$ cat config.mk
export PLATFORM = sky130hd
export DESIGN_NAME = alu_share_arbiter
export DESIGN_NICKNAME = d
export VERILOG_FILES = /design/src/rtl/alu_share_arbiter.sv
export SDC_FILE = /design/constraint.sdc
export NUM_CORES = 1
export LEC_CHECK = 0
export CAP_MARGIN = 20
export CELL_PAD_IN_SITES_DETAIL_PLACEMENT = 1
export CELL_PAD_IN_SITES_GLOBAL_PLACEMENT = 2
export CORE_MARGIN = 1.5
export CORE_UTILIZATION = 18
export DETAILED_ROUTE_END_ITERATION = 6
export PLACE_DENSITY_LB_ADDON = 0.1
export SLEW_MARGIN = 5
export SYNTH_ARGS = -nofsm -noshare
export SYNTH_HDL_FRONTEND = slang
export SYNTH_SLANG_ARGS = --single-unit
$ cat constraint.sdc
create_clock -name CLK -period 1.9 [get_ports CLK]
set_input_delay 0.38 -clock CLK [delete_from_list [all_inputs] [get_ports CLK]]
set_output_delay 0.38 -clock CLK [all_outputs]
set_load 0.005 [all_outputs]
$ cat src/rtl/alu_share_arbiter.sv
// Round-robin arbiter sharing one ALU between two requesters.
// Each accepted command is held on the ALU for HOLD_CYCLES cycles, then its result is returned to the owner.
module alu_share_arbiter #(
   parameter int HOLD_CYCLES = 1
) (
   input  logic         CLK,
   input  logic         Reset,
   input  logic         cmd_valid0,
   input  logic         cmd_valid1,
   output logic         cmd_ready0,
   output logic         cmd_ready1,
   input  logic [105:0] cmd0,
   input  logic [105:0] cmd1,
   output logic         rsp_valid0,
   output logic         rsp_valid1,
   input  logic         rsp_ready0,
   input  logic         rsp_ready1,
   output logic [31:0]  rsp_data,
   output logic         rsp_zero,
   output logic         busy,
   output logic [2:0]   ALUCtr,
   output logic         ALUSrcA,
   output logic         ALUSrcB,
   output logic [4:0]   shamt,
   output logic [31:0]  ImExtend,
   output logic [31:0]  readData1,
   output logic [31:0]  readData2,
   input  logic [31:0]  ALUData,
   input  logic         zero
);

   typedef enum logic [1:0] {
      IDLE,
      EXEC,
      RESP
   } state_e;

   typedef struct packed {
      logic [2:0]  alu_ctr;
      logic        alu_src_a;
      logic        alu_src_b;
      logic [4:0]  shamt;
      logic [31:0] im_extend;
      logic [31:0] read_data2;
      logic [31:0] read_data1;
   } cmd_t;

   localparam logic [3:0] LAST_CNT = 4'(HOLD_CYCLES - 1);

   state_e      state_q, state_d;
   logic        ptr_q, ptr_d;
   logic        owner_q, owner_d;
   logic [3:0]  cnt_q, cnt_d;
   cmd_t        drv_q, drv_d;
   logic [31:0] rsp_data_q, rsp_data_d;
   logic        rsp_zero_q, rsp_zero_d;
   logic        grant0, grant1;

   // Priority pointer only matters when both requesters are valid together.
   always_comb begin
      grant0 = 1'b0;
      grant1 = 1'b0;
      if (Reset && (state_q == IDLE)) begin
         if (cmd_valid0 && (!cmd_valid1 || !ptr_q)) begin
            grant0 = 1'b1;
         end else if (cmd_valid1) begin
            grant1 = 1'b1;
         end
      end
   end

   always_comb begin
      // NOTE: every variable gets its hold value first so no path through the case infers a latch.
      state_d    = state_q;
      ptr_d      = ptr_q;
      owner_d    = owner_q;
      cnt_d      = cnt_q;
      drv_d      = drv_q;
      rsp_data_d = rsp_data_q;
      rsp_zero_d = rsp_zero_q;
      case (state_q)
         IDLE: begin
            if (grant0 || grant1) begin
               state_d = EXEC;
               owner_d = grant1;
               cnt_d   = 4'd0;
               drv_d   = grant1 ? cmd_t'(cmd1) : cmd_t'(cmd0);
            end
         end
         EXEC: begin
            cnt_d = cnt_q + 4'd1;
            if (cnt_q == LAST_CNT) begin
               rsp_data_d = ALUData;
               rsp_zero_d = zero;
               state_d    = RESP;
            end
         end
         RESP: begin
            if (owner_q ? rsp_ready1 : rsp_ready0) begin
               state_d = IDLE;
               ptr_d   = ~owner_q;
            end
         end
         default: state_d = IDLE;
      endcase
   end

   always_ff @(posedge CLK) begin
      if (!Reset) begin
         state_q    <= IDLE;
         ptr_q      <= 1'b0;
         owner_q    <= 1'b0;
         cnt_q      <= 4'd0;
         drv_q      <= '0;
         rsp_data_q <= 32'd0;
         rsp_zero_q <= 1'b0;
      end else begin
         // NOTE: non-blocking so every flop samples the pre-edge value of the others.
         state_q    <= state_d;
         ptr_q      <= ptr_d;
         owner_q    <= owner_d;
         cnt_q      <= cnt_d;
         drv_q      <= drv_d;
         rsp_data_q <= rsp_data_d;
         rsp_zero_q <= rsp_zero_d;
      end
   end

   assign cmd_ready0 = grant0;
   assign cmd_ready1 = grant1;
   assign rsp_valid0 = (state_q == RESP) && !owner_q;
   assign rsp_valid1 = (state_q == RESP) && owner_q;
   assign busy       = (state_q != IDLE);
   assign rsp_data   = rsp_data_q;
   assign rsp_zero   = rsp_zero_q;
   assign ALUCtr     = drv_q.alu_ctr;
   assign ALUSrcA    = drv_q.alu_src_a;
   assign ALUSrcB    = drv_q.alu_src_b;
   assign shamt      = drv_q.shamt;
   assign ImExtend   = drv_q.im_extend;
   assign readData1  = drv_q.read_data1;
   assign readData2  = drv_q.read_data2;

endmodule
After elaboration in Yosys (flattened, before gate mapping)
Index checks and enable logic that the tools add are counted.
Cells by class
  add/sub/neg operators: 1
  equality and inequality tests: 5
  muxes and demuxes: 13
  bitwise gates (word level): 1
  reductions and logical operators: 18
Operators by type and width (count)
  two-way mux 106 bit: 1
  one-hot mux 4 bit (2 select lines): 1
  AND reduction 2 bit: 4
  two-way mux 1 bit: 6
  two-way mux 2 bit: 3
  one-hot mux 2 bit (3 select lines): 1
  adder 4 x 1 -> 4 bit (second input constant): 1
  logical AND 1 bit: 4
  logical NOT 4 bit: 1
  two-way mux 4 bit: 1
  != test 2 bit (second input constant): 2
  nonzero test 2 bit: 2
  logical NOT 1 bit: 3
  AND reduction 3 bit: 1
  equality test 2 x 1 -> 1 bit (second input constant): 1
  equality test 2 bit (second input constant): 1
  logical NOT 2 bit: 1
  logical OR 1 bit: 2
  != test 2 x 1 -> 1 bit (second input constant): 1
  inverter 1 bit: 1
Word-level totals
  register bits after elaboration: 147
  input port bits: 251
  output and inout port bits: 144

Longest topological paths before layout
Gate-level depths: netlist of run 1.
  word-level depth: 8
  mapped depth: 7
  gate-level depth less buffers: 5

Worst setup path before layout of run 1
No wires, ideal clock.
  kind: input to register
  from: in Reset
  to: reg drv_q (netlist bit readData1[27])
  setup time: 0.070 ns
  arrival: 1.361 ns
  data required time: 1.830 ns
  path slack: 0.469 ns
  stages on the path: 6
  path buffers: 2
  cell sequence: or3b_1 nor2_4 buf_6 buf_6 o21ai_1 a21oi_1
Between the ends
  word-level cells in the longest chain between the ends: 4
  elaborated cells on any way between the ends: 6
Ends and longest elaborated chain
  start: declaration: RTL line 7  | input logic Reset,
  logical AND 1 bit: RTL line 63  | if (Reset && (state_q == IDLE)) begin
  two-way mux 1 bit: RTL line 63
  logical OR 1 bit: RTL line 83  | if (grant0 || grant1) begin
  AND reduction 2 bit (no line)
  end signal: assignment: RTL line 123  | drv_q <= drv_d;
  end: declaration: RTL line 54  | cmd_t drv_q, drv_d;
Parallel ways exist; a longest one is shown, timed or not.
A chain may end at the register's enable or synchronous reset.

Worst setup path after layout of run 1
  from: reg state_q[1]
  to: out cmd_ready1
Between the ends
  word-level cells in the longest chain between the ends: 3
Ends and longest elaborated chain
  start: declaration: RTL line 50  | state_e state_q, state_d;
  start signal: assignment: RTL line 119  | state_q <= state_d;
  logical NOT 2 bit: RTL line 63
  logical AND 1 bit: RTL line 63
  two-way mux 1 bit: RTL line 63
  end: declaration: RTL line 11  | output logic cmd_ready1,
No other way between the ends.

==> out/qor.yml, run 1 <==
setup_path:
  r2r_end: "ImExtend[14]$_SDFFE_PN0P_"
  path_max_fanout: 6
  critPathRequiredTime_ps: 1520
  r2r_start: "state_q[1]$_SDFFE_PN0P_"
  crit_path_end_kind: "output port"
  crit_slowest_cell: "or3b_4"
  rr_worst_depth: 7
  crit_type: "reg2out"
  critPathArrivalTime_ps: 1410
  slowest_delay_ps: 430
  startpoint_type: "register"
  cp-startpoint: "state_q[1]$_SDFFE_PN0P_"
  rrSetupSlack_ps: 140
  cp-endpoint: "cmd_ready1"
  worstPathCellList: "or3b_4 > nor2_2 > clkbuf_2"
timing:
  finalHoldViolations: 0
  timing.final.crit_share_pct: 94.1
  fin_worst_skew_ps: 12.1
  relSlewSlack_pct: 35.7
  rsz0062_at_grt: "false"
  setup-violations-final: 0
  layout_min_cycle_time_ps: 1790
  slew_violations: 0
  tightest_slew_ps: 964
  fmax_mhz: 559
drt:
  avgViaCountPerCell: 4.28
  highest_layer: "met4"
  num_vias: 7009
  drtAntennaViolNets: 0
  routedLengthMet1_um: 12600
  wl_met3_um: 2390
  drc: 0
  drtIter0Drc: 153
  routedWlPerCell_um: 18.3
  wl_met2_um: 14400
  firstDrtPassIters: 4
  routed_wl_um: 29900
cells_and_area:
  instances_no_fill: 1637
  final_common_cell: "clkdlybuf4s50_1"
  final_nets: 1434
  fillers: 3857
  ff_latch_area_sq_mm: 0.00295
  multi_input_area_sq_mm: 0.00281
  area_growth_pct: 89.0
  layout_common_cells: "388 x clkdlybuf4s50_1, 211 x a21oi_1, 182 x nand2_1, 145 x dfxtp_1, 77 x o21ai_0"
  drive_above_1_share_pct: 7.62
  final_util_pct: 34.9
hold_path:
  whs_path_depth: 2
  hp-class: "reg2reg"
yosys:
  synth_mux_area_share_pct: 0.331
  synth_top_family_by_area: "compound AO/OA/AOI/OAI gates"
  syn-cell-area_sq_mm: 0.00605
  ys_types: 30
  synthSimpleGateAreaFrac_pct: 13.8
  synthCells: 790
  synth_fp_nets: 1043
  ys_warn_count: 0
  synth_fa_ha_area_share_pct: 0.413
  synth_xor_area_share_pct: 0.145
  ys_seq_elements: 147
  syn_avg_cell_area_sq_um: 7.66
  synth_seq_area_share_pct: 48.6
  synth_compound_area_share_pct: 31.3
clocking:
  clk_pin_slew_ps: 70
  root_buffer: "clkbuf_16"
  clockBufferDepth: 2
  clk_latency_ps: 430
  numClockSinks: 147
  numCtsBuffers: 17
  cts_tree: "yes"
  htreeDepth: 4
grt:
  antenna_found_initial: 1
  grt_pass1_vias: 7427
  grt_use_total_pct: 16.9
  grt_start_max_net_pins: 94
  grt_pass1_wl_um: 45400
  grt_overflow_total: 0
die:
  start_util_pct: 18.5
  core_sq_mm: 0.0328
  io-pin-count: 395
  row_count: 66
  die_x_um: 186
  die_area_sq_mm: 0.0347
  fp.dieH_um: 186
power:
  combPwrFrac_pct: 27.7
  p_clk_share_pct: 36.1
  power_frac_seq_pct: 36.2
  switching_power_w: 0.00291
  ir_worst_vdd_mv: 0.621
  finalPower_w: 0.0100
  sw_frac_of_total_pct: 29.1
  leakage_nw: 4.44
  p_int_w: 0.00710
  p_per_area_mw_per_mm2: 875
placement:
  dp_cells: 1599
  hpwlAfterDp_um: 21000
  portBuffers: 394
  gp_congestion: 0.733
flow_run:
  cap_violations: 0
outcome:
  status: "finished clean"
final cells by class:
type,count,area share [%]
Antenna cell,1,0.0219
Clock buffer,18,3.75
Clock inverter,14,1.56
Inverter,3,0.0985
Multi-Input combinational cell,571,24.6
Sequential cell,147,25.8
Tap cell,442,4.84
Timing Repair Buffer,441,39.3
worst min-delay path by stage:
stage | start | endpoint | slack [ps]
global route | cmd0[38] | readData2[6]$_SDFFE_PN0P_ | 480
finish | rsp_data[7]$_SDFFE_PN0P_ | rsp_data[7]$_SDFFE_PN0P_ | 460
global placement | rsp_data[10]$_SDFFE_PN0P_ | rsp_data[10]$_SDFFE_PN0P_ | 440
CTS | rsp_data[3]$_SDFFE_PN0P_ | rsp_data[3]$_SDFFE_PN0P_ | 460
detailed placement | rsp_data[3]$_SDFFE_PN0P_ | rsp_data[3]$_SDFFE_PN0P_ | 450
floorplan | rsp_data[10]$_SDFFE_PN0P_ | rsp_data[10]$_SDFFE_PN0P_ | 450
sequential cells by signal (all words and copies together) (netlist names), 2 cells and up:
register	cells
rsp_data	32
ImExtend	32
ALUCtr	3
state_q	2
readData1	32
shamt	5
readData2	32
cnt_q	4
power groups by stage:
stage,clock network (W),registers [W],logic (W)
floorplan,0,0.00370,0.000926
global placement,0,0.00368,0.00278
CTS,0.00377,0.00363,0.00279
global route,0.00389,0.00367,0.00305
finish,0.00362,0.00362,0.00277
detailed placement,0,0.00369,0.00278
worst max-delay path: cells and delay by family (launching register included):
family / cells / cell delay (ps)
buffers and inverters: 1 / 110
AND/OR/NAND/NOR: 2 / 520
flip-flops: 1 / 360
synthesized netlist by cell type, drive strengths merged:
master,count,area (sq um)
a21oi,211,1060
nand2,183,687
dfxtp,147,2940
o21ai,108,544
clkbuf,43,163
a21boi,36,270
buf,26,151
nor2,5,26.3
and2,4,25.0
nand3,4,20.0
nor2b,4,25.0
and3,3,18.8
inv,3,11.3
ha,2,25.0
mux2i,2,20.0
nand2b,2,12.5
a22oi,1,7.51
a31oi,1,6.26
nand4,1,6.26
nor3b,1,7.51
o2bb2ai,1,8.76
or3b,1,8.76
xnor2,1,8.76
metrics by stage:
| stage | setup TNS (ps) | setup WS [ps] | hold slack [ps] | area, sq um |
|---|---|---|---|---|
| after floorplan | 0 | 469 | 451 | 6050 |
| after global placement | -8310 | -165 | 443 | 10700 |
| after detailed placement | -11270 | -181 | 448 | 10700 |
| after CTS | -53.9 | -53.9 | 458 | 11400 |
| after global routing | 0 | 19.2 | 476 | 11400 |
| final | 0 | 112 | 458 | 11400 |
timing repair:
action / CTS / global route
hold endpoints to repair: 0 / 0
gates cloned: 0 / 2
setup buffers: 0 / 3
hold buffers: 0 / 0
setup endpoints to repair: 5 / 13
gates resized for setup: 11 / 8
pin swaps: 1 / 3
cells by family after synthesis:
family	after synthesis
adders and majority gates	2
AOI/OAI and AO/OA	358
muxes	2
DFF	147
and+or+nand+nor	208
buffers and inverters	72
xor gates and xnor gates	1
per-layer routing:
layer,global-route usage (%),vias up
li1,-,3484
met1,19.7,3265
met2,28.5,234
met3,6.36,26
met4,5.60,0
met5,0,-
Note: power is estimated with default switching activity, not from simulation.
==> inputs of run 2 (changes only) <==
--- a/config.mk
+++ b/config.mk
@@ -9,10 +9,11 @@
 export CELL_PAD_IN_SITES_DETAIL_PLACEMENT = 1
 export CELL_PAD_IN_SITES_GLOBAL_PLACEMENT = 2
 export CORE_MARGIN = 1.5
-export CORE_UTILIZATION = 18
+export CORE_UTILIZATION = 16
 export DETAILED_ROUTE_END_ITERATION = 6
 export PLACE_DENSITY_LB_ADDON = 0.1
 export SLEW_MARGIN = 5
 export SYNTH_ARGS = -nofsm -noshare
 export SYNTH_HDL_FRONTEND = slang
 export SYNTH_SLANG_ARGS = --single-unit
+export TNS_END_PERCENT = 50
==> constraint.sdc (replaced) <==
create_clock -name CLK -period 1.48 [get_ports CLK]
set_input_delay 0.296 -clock CLK [delete_from_list [all_inputs] [get_ports CLK]]
set_output_delay 0.296 -clock CLK [all_outputs]
set_load 0.005 [all_outputs]
==> out/qor.yml, run 2 (synthesis results as in run 1) <==
drt:
  drc: 0  # unchanged
  routedWlPerCell_um: 18.1  # -0.84%
  num_vias: 7195  # +2.7%
  routed_wl_um: 31200  # +4.4%
  drtIter0Drc: 162  # +5.9%
  firstDrtPassIters: 4  # unchanged
  avgViaCountPerCell: 4.17  # -2.5%
  drtAntennaViolNets: 0  # unchanged
setup_path:
  cpLargestDelayFamily: "buffers and inverters"
  cp.buffers_inverters: 4  # +3
  worstPathCellList: "or3b_4 > buf_6 > nor2_4 > buf_12 > clkbuf_16 > clkbuf_16 > o21ai_1 > a21oi_1"
  slowest_delay_ps: 410  # -20 ps
  critPathArrivalTime_ps: 2130  # +720 ps
  critPathRequiredTime_ps: 1850  # +330 ps
  startpoint_type: "register"
  crit_path_end_kind: "register"
  crit_type: "reg2reg"
  crit_slowest_cell: "or3b_4"
  path_max_fanout: 6  # unchanged
  crit_path_frequent_cell: "clkbuf_16"
timing:
  timing.final.crit_share_pct: 119
  slew_violations: 0  # unchanged
  layout_min_cycle_time_ps: 1760
  setup-violations-final: 127  # +127
  rsz0062_at_grt: "true"
  fmax_mhz: 569
  timing.final.ws_setup_ps: -276  # -389 ps
  tightest_slew_ps: 569  # -395 ps
  fin_worst_skew_ps: 9.13  # -2.95 ps
  whs_ps: 391  # -66.2 ps
  finalHoldViolations: 0  # unchanged
  relSlewSlack_pct: 62.0  # +26 points
  setup_tns_ps: -23700  # -23,700 ps
clocking:
  clk_latency_ps: 450  # +20 ps
  clockBufferDepth: 2  # unchanged
  postCtsHoldBufs: 0  # unchanged
  htreeDepth: 4  # unchanged
  numClockSinks: 147  # unchanged
  clk_pin_slew_ps: 70  # about the same
  cts_tree: "yes"
  numCtsBuffers: 17  # unchanged
  root_buffer: "clkbuf_16"
cells_and_area:
  multi_input_area_sq_mm: 0.00334  # +19%
  final_common_cell: "clkdlybuf4s50_1"
  final_nets: 1453  # +1.3%
  drive_above_1_share_pct: 20.3  # +13 points
  ff_latch_area_sq_mm: 0.00296  # +0.38%
  area_growth_pct: 110
  fillers: 4328  # +12%
  n_antenna_cell: 0  # -1
  layout_common_cells: "263 x clkdlybuf4s50_1, 182 x nand2_1, 134 x dfxtp_1, 117 x a21oi_1, 110 x dlymetal6s2s_1"
outcome:
  status: "finished with violations"
  violations: "negative setup slack"
grt:
  met1_usage_pct: 18.0  # -1.8 points
  grt_use_total_pct: 15.0  # -1.9 points
  grt_pass1_vias: 7389  # -0.51%
  met2_usage_pct: 25.1  # -3.3 points
  grt_pass1_wl_um: 44400  # -2.1%
  grt_overflow_total: 0  # unchanged
  antenna_found_initial: 0  # -1
  busiest_layer: "met2"
  grt_start_max_net_pins: 101  # +7.4%
  grt.met3_usage_pct: 6.04  # -0.31 points
power:
  ir_worst_vdd_mv: 0.810  # +31%
  leakage_nw: 6.50  # +46%
  p_per_area_mw_per_mm2: 1050  # +20%
hold_path:
  hp-class: "in2reg"
placement:
  portBuffers: 394  # unchanged
  hpwlAfterDp_um: 20800  # -1.1%
  gp_congestion: 0.701  # -4.3%
die:
  core_sq_mm: 0.0375  # +14%
  die_x_um: 197  # +6.0%
  die_area_sq_mm: 0.0390  # +12%
  row_count: 71  # +7.6%
  fp.dieH_um: 197  # +6.0%
  start_util_pct: 16.1  # -2.3 points
  io-pin-count: 395  # unchanged
flow_run:
  cap_violations: 0  # unchanged
-- run 2: cell types whose count changed in the layout (fill, tap and decap cells not counted), sizes merged --
| cell | delta |
|---|---|
| clkinvlp | -2 |
| clkbuf | +3 |
| inv | -3 |
| clkdlybuf4s50 | -125 |
| diode | -1 |
| dlymetal6s2s | +110 |
| buf | +19 |
| clkinv | +5 |
| dlygate4sd2 | +12 |
-- run 2: worst min-delay path, delay by kind of cell --
family                 cells  cell delay, ps
AND/OR/NAND/NOR            1              50
AO/OA/AOI/OAI              1              50
buffers and inverters      1             400
-- run 2: per-stage QoR --
step / util, % / worst slack [ps] / area, sq um / instances / total power [W]
floorplan: - / 73.1 / 6050 / 790 / 0.00594
CTS: 31.7 / -257 / 11900 / 1714 / 0.0134
finish: 34.0 / -276 / 12700 / 1724 / 0.0134
global route: 34.0 / -335 / 12700 / 1724 / 0.0141
global placement: 29.2 / -468 / 11000 / 1673 / 0.00840
detailed placement: 29.2 / -510 / 11000 / 1673 / 0.00839
-- run 2: worst paths after layout --
check / from / end / slack (ps) / cells past startpoint
worst min register to register: rsp_data[6]$_SDFFE_PN0P_ / rsp_data[6]$_SDFFE_PN0P_ / 450 / 2
worst min-delay path: cmd0[9] / readData1[9]$_SDFFE_PN0P_ / 390 / 3
worst max-delay path: state_q[1]$_SDFFE_PN0P_ / readData1[30]$_SDFFE_PN0P_ / -280 / 8
worst max register to register: state_q[1]$_SDFFE_PN0P_ / readData1[30]$_SDFFE_PN0P_ / -280 / 8
-- run 2: what timing repair did --
item                       4_1_cts  5_1_grt
setup buffers                    6        5
resized for setup              101      248
pin swaps                       11        2
setup endpoints to repair      251      273
gates cloned                     3        9
-- run 2: where the power goes --
part	leakage [nW]	switching (W)	internal, W	total, W
clock	0.299	0.00193	0.00269	0.00462
combinational	4.98	0.00183	0.00227	0.00410
sequential	1.21	0.000232	0.00442	0.00466
total	6.50	0.00399	0.00938	0.0134
-- run 2: final cells by class --
cell class | count | share of cell area [%]
inverters | 3 | 0.0884
clock buffers | 18 | 3.45
well taps | 511 | 5.02
multi-input cells | 571 | 26.2
repair buffers | 460 | 40.7
flip-flops and latches | 147 | 23.3
clock inverters | 14 | 1.28
-- run 2: per-layer routing --
| layer | part of all wire, % | routed length (um) |
|---|---|---|
| met1 | 43 | 13300 |
| met2 | 48 | 15100 |
| met3 | 8.4 | 2620 |
| met4 | 0.91 | 284 |
| met5 | 0 | 0 |
==> inputs of run 3 (changes only) <==
--- a/config.mk
+++ b/config.mk
@@ -12,7 +12,8 @@
 export CORE_UTILIZATION = 16
 export DETAILED_ROUTE_END_ITERATION = 6
 export PLACE_DENSITY_LB_ADDON = 0.1
-export SLEW_MARGIN = 5
+export SKIP_LAST_GASP = 1
+export SLEW_MARGIN = 0
 export SYNTH_ARGS = -nofsm -noshare
 export SYNTH_HDL_FRONTEND = slang
 export SYNTH_SLANG_ARGS = --single-unit
==> out/qor.yml, run 3 (synthesis results as in run 1) <==
die:
  die_x_um: 197  # unchanged
  core_sq_mm: 0.0375  # unchanged
  io-pin-count: 395  # unchanged
  fp.dieH_um: 197  # unchanged
  die_area_sq_mm: 0.0390  # unchanged
  start_util_pct: 16.1  # unchanged
  row_count: 71  # unchanged
grt:
  grt_pass1_vias: 7319  # -0.95%
  grt_pass1_wl_um: 44200  # -0.47%
  grt_overflow_total: 0  # unchanged
  antenna_found_initial: 0  # unchanged
  grt.met3_usage_pct: 6.01  # -0.034 points
  grt_use_total_pct: 15.0  # -0.055 points
  met1_usage_pct: 18.0  # +0.021 points
  grt_start_max_net_pins: 101  # unchanged
  busiest_layer: "met2"
  met2_usage_pct: 25.1  # -0.078 points
setup_path:
  critPathRequiredTime_ps: 1840  # about the same
  critPathArrivalTime_ps: 2100  # -30 ps
  cp_num_cells: 8  # unchanged
  worstPathCellList: "or3b_4 > buf_6 > nor2_4 > buf_12 > buf_12 > buf_6 > o21ai_1 > a21oi_1"
  crit_path_end_kind: "register"
  path_max_fanout: 7  # +1
  rrSetupSlack_ps: -250  # +20 ps
  cp.buffers_inverters: 4  # unchanged
  crit_type: "reg2reg"
  r2r_start: "state_q[1]$_SDFFE_PN0P_"
  crit_slowest_cell: "or3b_4"
  cpLargestDelayFamily: "buffers and inverters"
  r2r_end: "ImExtend[0]$_SDFFE_PN0P_"
  rr_worst_depth: 8  # unchanged
  startpoint_type: "register"
  slowest_delay_ps: 410  # about the same
timing:
  fin_worst_skew_ps: 8.93  # -0.199 ps
  timing.final.ws_setup_ps: -254  # +22.6 ps
  setup_tns_ps: -31820  # -8130 ps
  setup-violations-final: 212  # +67%
  timing.final.crit_share_pct: 117  # -1.5 points
  tightest_slew_ps: 548  # -21.7 ps
  rsz0062_at_grt: "true"
  fmax_mhz: 577  # +1.3%
  layout_min_cycle_time_ps: 1730  # -22.6 ps
  finalHoldViolations: 0  # unchanged
  slew_violations: 0  # unchanged
  relSlewSlack_pct: 63.5  # +1.4 points
cells_and_area:
  final_nets: 1453  # unchanged
  design_area_sq_mm: 0.0124  # -2.9%
  final_common_cell: "clkdlybuf4s50_1"
  layout_common_cells: "348 x clkdlybuf4s50_1, 182 x nand2_1, 144 x dfxtp_1, 143 x a21oi_1, 63 x a21oi_2"
  drive_above_1_share_pct: 16.5  # -3.8 points
  area_growth_pct: 104
  n_antenna_cell: 0  # unchanged
power:
  p_per_area_mw_per_mm2: 1080  # +2.9%
  switching_power_w: 0.00394  # -1.2%
  power_frac_seq_pct: 34.9  # about the same
  combPwrFrac_pct: 30.5  # about the same
  finalPower_w: 0.0134  # -0.13%
  leakage_nw: 5.11  # -21%
  sw_frac_of_total_pct: 29.5  # -0.32 points
  p_clk_share_pct: 34.6  # about the same
  p_int_w: 0.00941  # +0.33%
  ir_worst_vdd_mv: 0.803  # -0.86%
clocking:
  clk_latency_ps: 440  # about the same
  numCtsBuffers: 17  # unchanged
  htreeDepth: 4  # unchanged
  clk_pin_slew_ps: 70  # about the same
  clockBufferDepth: 2  # unchanged
  cts_tree: "yes"
  numClockSinks: 147  # unchanged
  root_buffer: "clkbuf_16"
  postCtsHoldBufs: 0  # unchanged
drt:
  drtAntennaViolNets: 0  # unchanged
  drc: 0  # unchanged
  avgViaCountPerCell: 4.15  # -0.57%
  drtIter0Drc: 174  # +7.4%
  firstDrtPassIters: 5  # +1
  routedWlPerCell_um: 18.1  # -0.23%
  routed_wl_um: 31200  # -0.23%
  num_vias: 7154  # -0.57%
placement:
  hpwlAfterDp_um: 20800  # unchanged
  pre_cts_slack_ps: -510  # unchanged
  gp_congestion: 0.701  # unchanged
  portBuffers: 394  # unchanged
  post_dp_cell_area_sq_mm: 0.0110  # unchanged
hold_path:
  min_from: "cmd0[73]"
  whs_endpoint: "ImExtend[9]$_SDFFE_PN0P_"
  whs_path_depth: 3  # unchanged
  hp-class: "in2reg"
outcome:
  violations: "negative setup slack"
  status: "finished with violations"
flow_run:
  cap_violations: 0  # unchanged
[run 3: timing repair]
action	CTS	global route
pin swaps	8	2
cloned	3	9
gates resized for setup	59	153
buffers inserted	6	5
setup endpoints to repair	251	273
[run 3: power by group through the flow]
stage | Combinational [W] | Sequential, W | Clock [W]
after detailed placement | 0.00367 | 0.00473 | 0
after global routing | 0.00446 | 0.00471 | 0.00495
after CTS | 0.00382 | 0.00465 | 0.00483
after global placement | 0.00368 | 0.00473 | 0
final | 0.00408 | 0.00466 | 0.00462
after floorplan | 0.00119 | 0.00475 | 0
[run 3: layout make-up]
cell class              count  area [sq um]
repair buffers            460          4970
flip-flops and latches    147          2950
clock inverters            14           163
inverters                   3          11.3
multi-input cells         571          3190
well taps                 511           639
fillers                  4378         25100
clock buffers              18           439
[run 3: worst max-delay path by stage]
stage / startpoint / to
after floorplan: state_q[1]$_SDFFE_PN0P_ / readData1[27]$_SDFFE_PN0P_
after global placement: cmd_valid1 / readData1[18]$_SDFFE_PN0P_
after detailed placement: cmd_valid1 / readData1[17]$_SDFFE_PN0P_
after CTS: state_q[0]$_SDFFE_PN0P_ / cmd_ready1
after global routing: state_q[1]$_SDFFE_PN0P_ / readData2[4]$_SDFFE_PN0P_
final: state_q[1]$_SDFFE_PN0P_ / ImExtend[0]$_SDFFE_PN0P_
[run 3: layer usage]
layer  up-vias  wire [um]
li1       3535          -
met1      3385      13600
met2       220      14800
met3        14       2490
met4         0        248
met5         -          0
[run 3: worst register-to-register path: cells and delay by family (launching register included)]
| kind | cells | cell delay, ps |
|---|---|---|
| buf+inv | 4 | 550 |
| compound gates | 2 | 210 |
| simple gates | 2 | 530 |
| flops | 1 | 360 |
[run 3: through the flow]
stage | hold slack (ps) | instances | util [%]
finish | 401 | 1724 | 33.0
global placement | 442 | 1673 | 29.2
global route | 386 | 1724 | 33.0
floorplan | 430 | 790 | -
CTS | 368 | 1714 | 31.3
detailed placement | 449 | 1673 | 29.2
==> patch, RTL diff (settings of run 2) <==
Reset style: asynchronous (`Reset`), changed in one clocked block.
--- a/src/rtl/alu_share_arbiter.sv
+++ b/src/rtl/alu_share_arbiter.sv
@@ -106,5 +106,5 @@
    end
 
-   always_ff @(posedge CLK) begin
+   always_ff @(posedge CLK or negedge Reset) begin
       if (!Reset) begin
          state_q    <= IDLE;
Formal check against the unedited RTL: differs if Reset is asserted again (counterexample within 4 cycles, from zero or initial values and one cycle with Reset low); with Reset held inactive, the same outputs for 4 cycles.
==> patch against run 2 <==
- the flow still finishes with violations (negative setup slack)
- final area increased by 3.0%
- count of clock-buffer cells in the layout is the same
- area after synthesis rose by 17%
- setup slack lost 0.032 ns
- sequential cell count unchanged
- routed wire length up 18%
- critical path type is now reg -> out
- critical endpoint is now cmd_ready1
- highest routed layer is now met5
Power is not compared: it rests on default switching activity, and its combinational part moved more than twofold at a synthesized area within 25%.
==> patch: results (changes against run 2) <==
Synthesis:
- The post-synthesis cell type count is 38 (+27%).
- In the post-synthesis netlist, the biggest area contributors are dfrtp_1 52%, o31ai_1 9.6%, o21ai_0 7.7%, a21oi_1 7.5%, mux2_2 5.2%.
- The share of synthesized flip-flops with an asynchronous set or reset is 100% (+100 points).
- The commonest cells after synthesis are 147 x dfrtp_1, 110 x o21ai_0, 107 x a21oi_1, 97 x nor2_1, 91 x o31ai_1.
- The register area share after synthesis is 51.8% (+3.2 points).

Layout:
- The net total in the final layout is 1402 (-3.5%).
- The final standard cell count with taps included and fillers excluded is 1759 (+2.0%).
- The proportion of layout cells with a drive suffix above 1 is 15.7% (-4.6 points).
- The count of filler cells inserted in the layout came to 5003 (+16%).

Place:
- The placement-stage worst setup slack is -0.595 ns (-0.0849 ns).
- The cell area after placement is 12200 um^2 (+11%).
- The routability congestion estimate from global placement is 0.685 (-2.3%).
- The post-DP HPWL is 25.5 mm (+23%).
- The placed instance count was 1702 (+1.7%).

Setup path:
- The data arrival time of the worst path came to 1.49 ns (-0.64 ns).
- The biggest fanout along the worst timing path is 4 (-2).
- On the critical path, the stage with the largest delay is an instance of dfrtp_2.
- Among cell families on the critical path, the largest total delay comes from flip-flops.

Timing:
- The sum of negative setup slack is -47.04 ns (-23.35 ns).
- The final-report setup violation count is 241 (+90%).
- The tightest hold margin is 0.00940 ns (-0.382 ns).
- The headroom to the max-slew limit is 61.1% (-0.94 points).
- The post-layout worst setup margin was -0.309 ns (-0.0321 ns).

Global routing:
- The total global routing track utilization came to 15.8% (+0.73 points).
- The pin count of the biggest net entering global routing is 73 (-28%).

Routing:
- The routed length per instance is 20.9 um (+16%).
- The via density per instance was 4.24 (+1.5%).

Min path:
- The min-delay analysis places its worst path in the category in -> async.

Outcome:
- The flow ran to the end, but the final reports show violations.
- The checks that failed: negative setup slack.
==> patch: cell type report <==
class / count / area [um^2] / share of cell area [%]
clock buffers: 18 / 429 / 3.27
repair buffers: 480 / 4940 / 37.7
clock inverters: 14 / 203 / 1.55
multi-input cells: 499 / 3100 / 23.6
well taps: 592 / 741 / 5.65
flip-flops and latches: 147 / 3680 / 28.1
inverters: 4 / 15.0 / 0.114
diodes: 5 / 12.5 / 0.0954
==> patch: layer usage <==
layer / wire [um] / share of wire (%) / up-vias / global-route usage (%)
met2: 17700 / 48 / 220 / 26.0
li1: - / - / 3498 / -
met1: 16000 / 44 / 3697 / 19.3
met3: 2760 / 7.5 / 25 / 6.17
met5: 85 / 0.23 / - / 0
met4: 313 / 0.85 / 12 / 3.57
==> patch: where the power goes <==
group	switching, mW	internal (mW)
registers	1.00	5.94
clock network	2.07	2.85
logic	4.72	6.32
total	7.80	15.1
==> patch: cell families after synthesis <==
kind of cell	Yosys count	synth area share (%)
buffers and inverters	78	6.97
adders and majority gates	2	0.352
and+or+nand+nor	133	8.61
xor gates and xnor gates	1	0.123
DFF	147	51.8
AOI/OAI and AO/OA	329	26.8
muxes	34	5.37
==> patch: worst reg2reg max path, stage by stage, from the launching register on <==
cell     delay (ns)
dfrtp_2        0.43
buf_6          0.14
buf_6          0.11
or3b_4         0.48
buf_6          0.16
nor2_8         0.11
buf_12         0.14
a31oi_1        0.08
==> patch: timing repair <==
item	CTS	global route
setup buffers	9	5
hold buffers	1	0
gates cloned	0	5
pin swaps	5	3
gates resized for setup	126	65
endpoints found under the setup margin	288	251
endpoints found under the hold margin	8	0
==> patch: worst paths after layout <==
path | from | cells past startpoint | to
hold / removal | Reset | 2 | cnt_q[1]
min in group CLK | cmd1[92] | 3 | ImExtend[28]
max in group asynchronous | Reset | 4 | readData1[24]
setup / recovery | state_q[0] | 4 | cmd_ready1
setup reg to reg | state_q[1] | 7 | readData1[19]
hold reg to reg | ALUSrcB | 2 | ALUSrcB
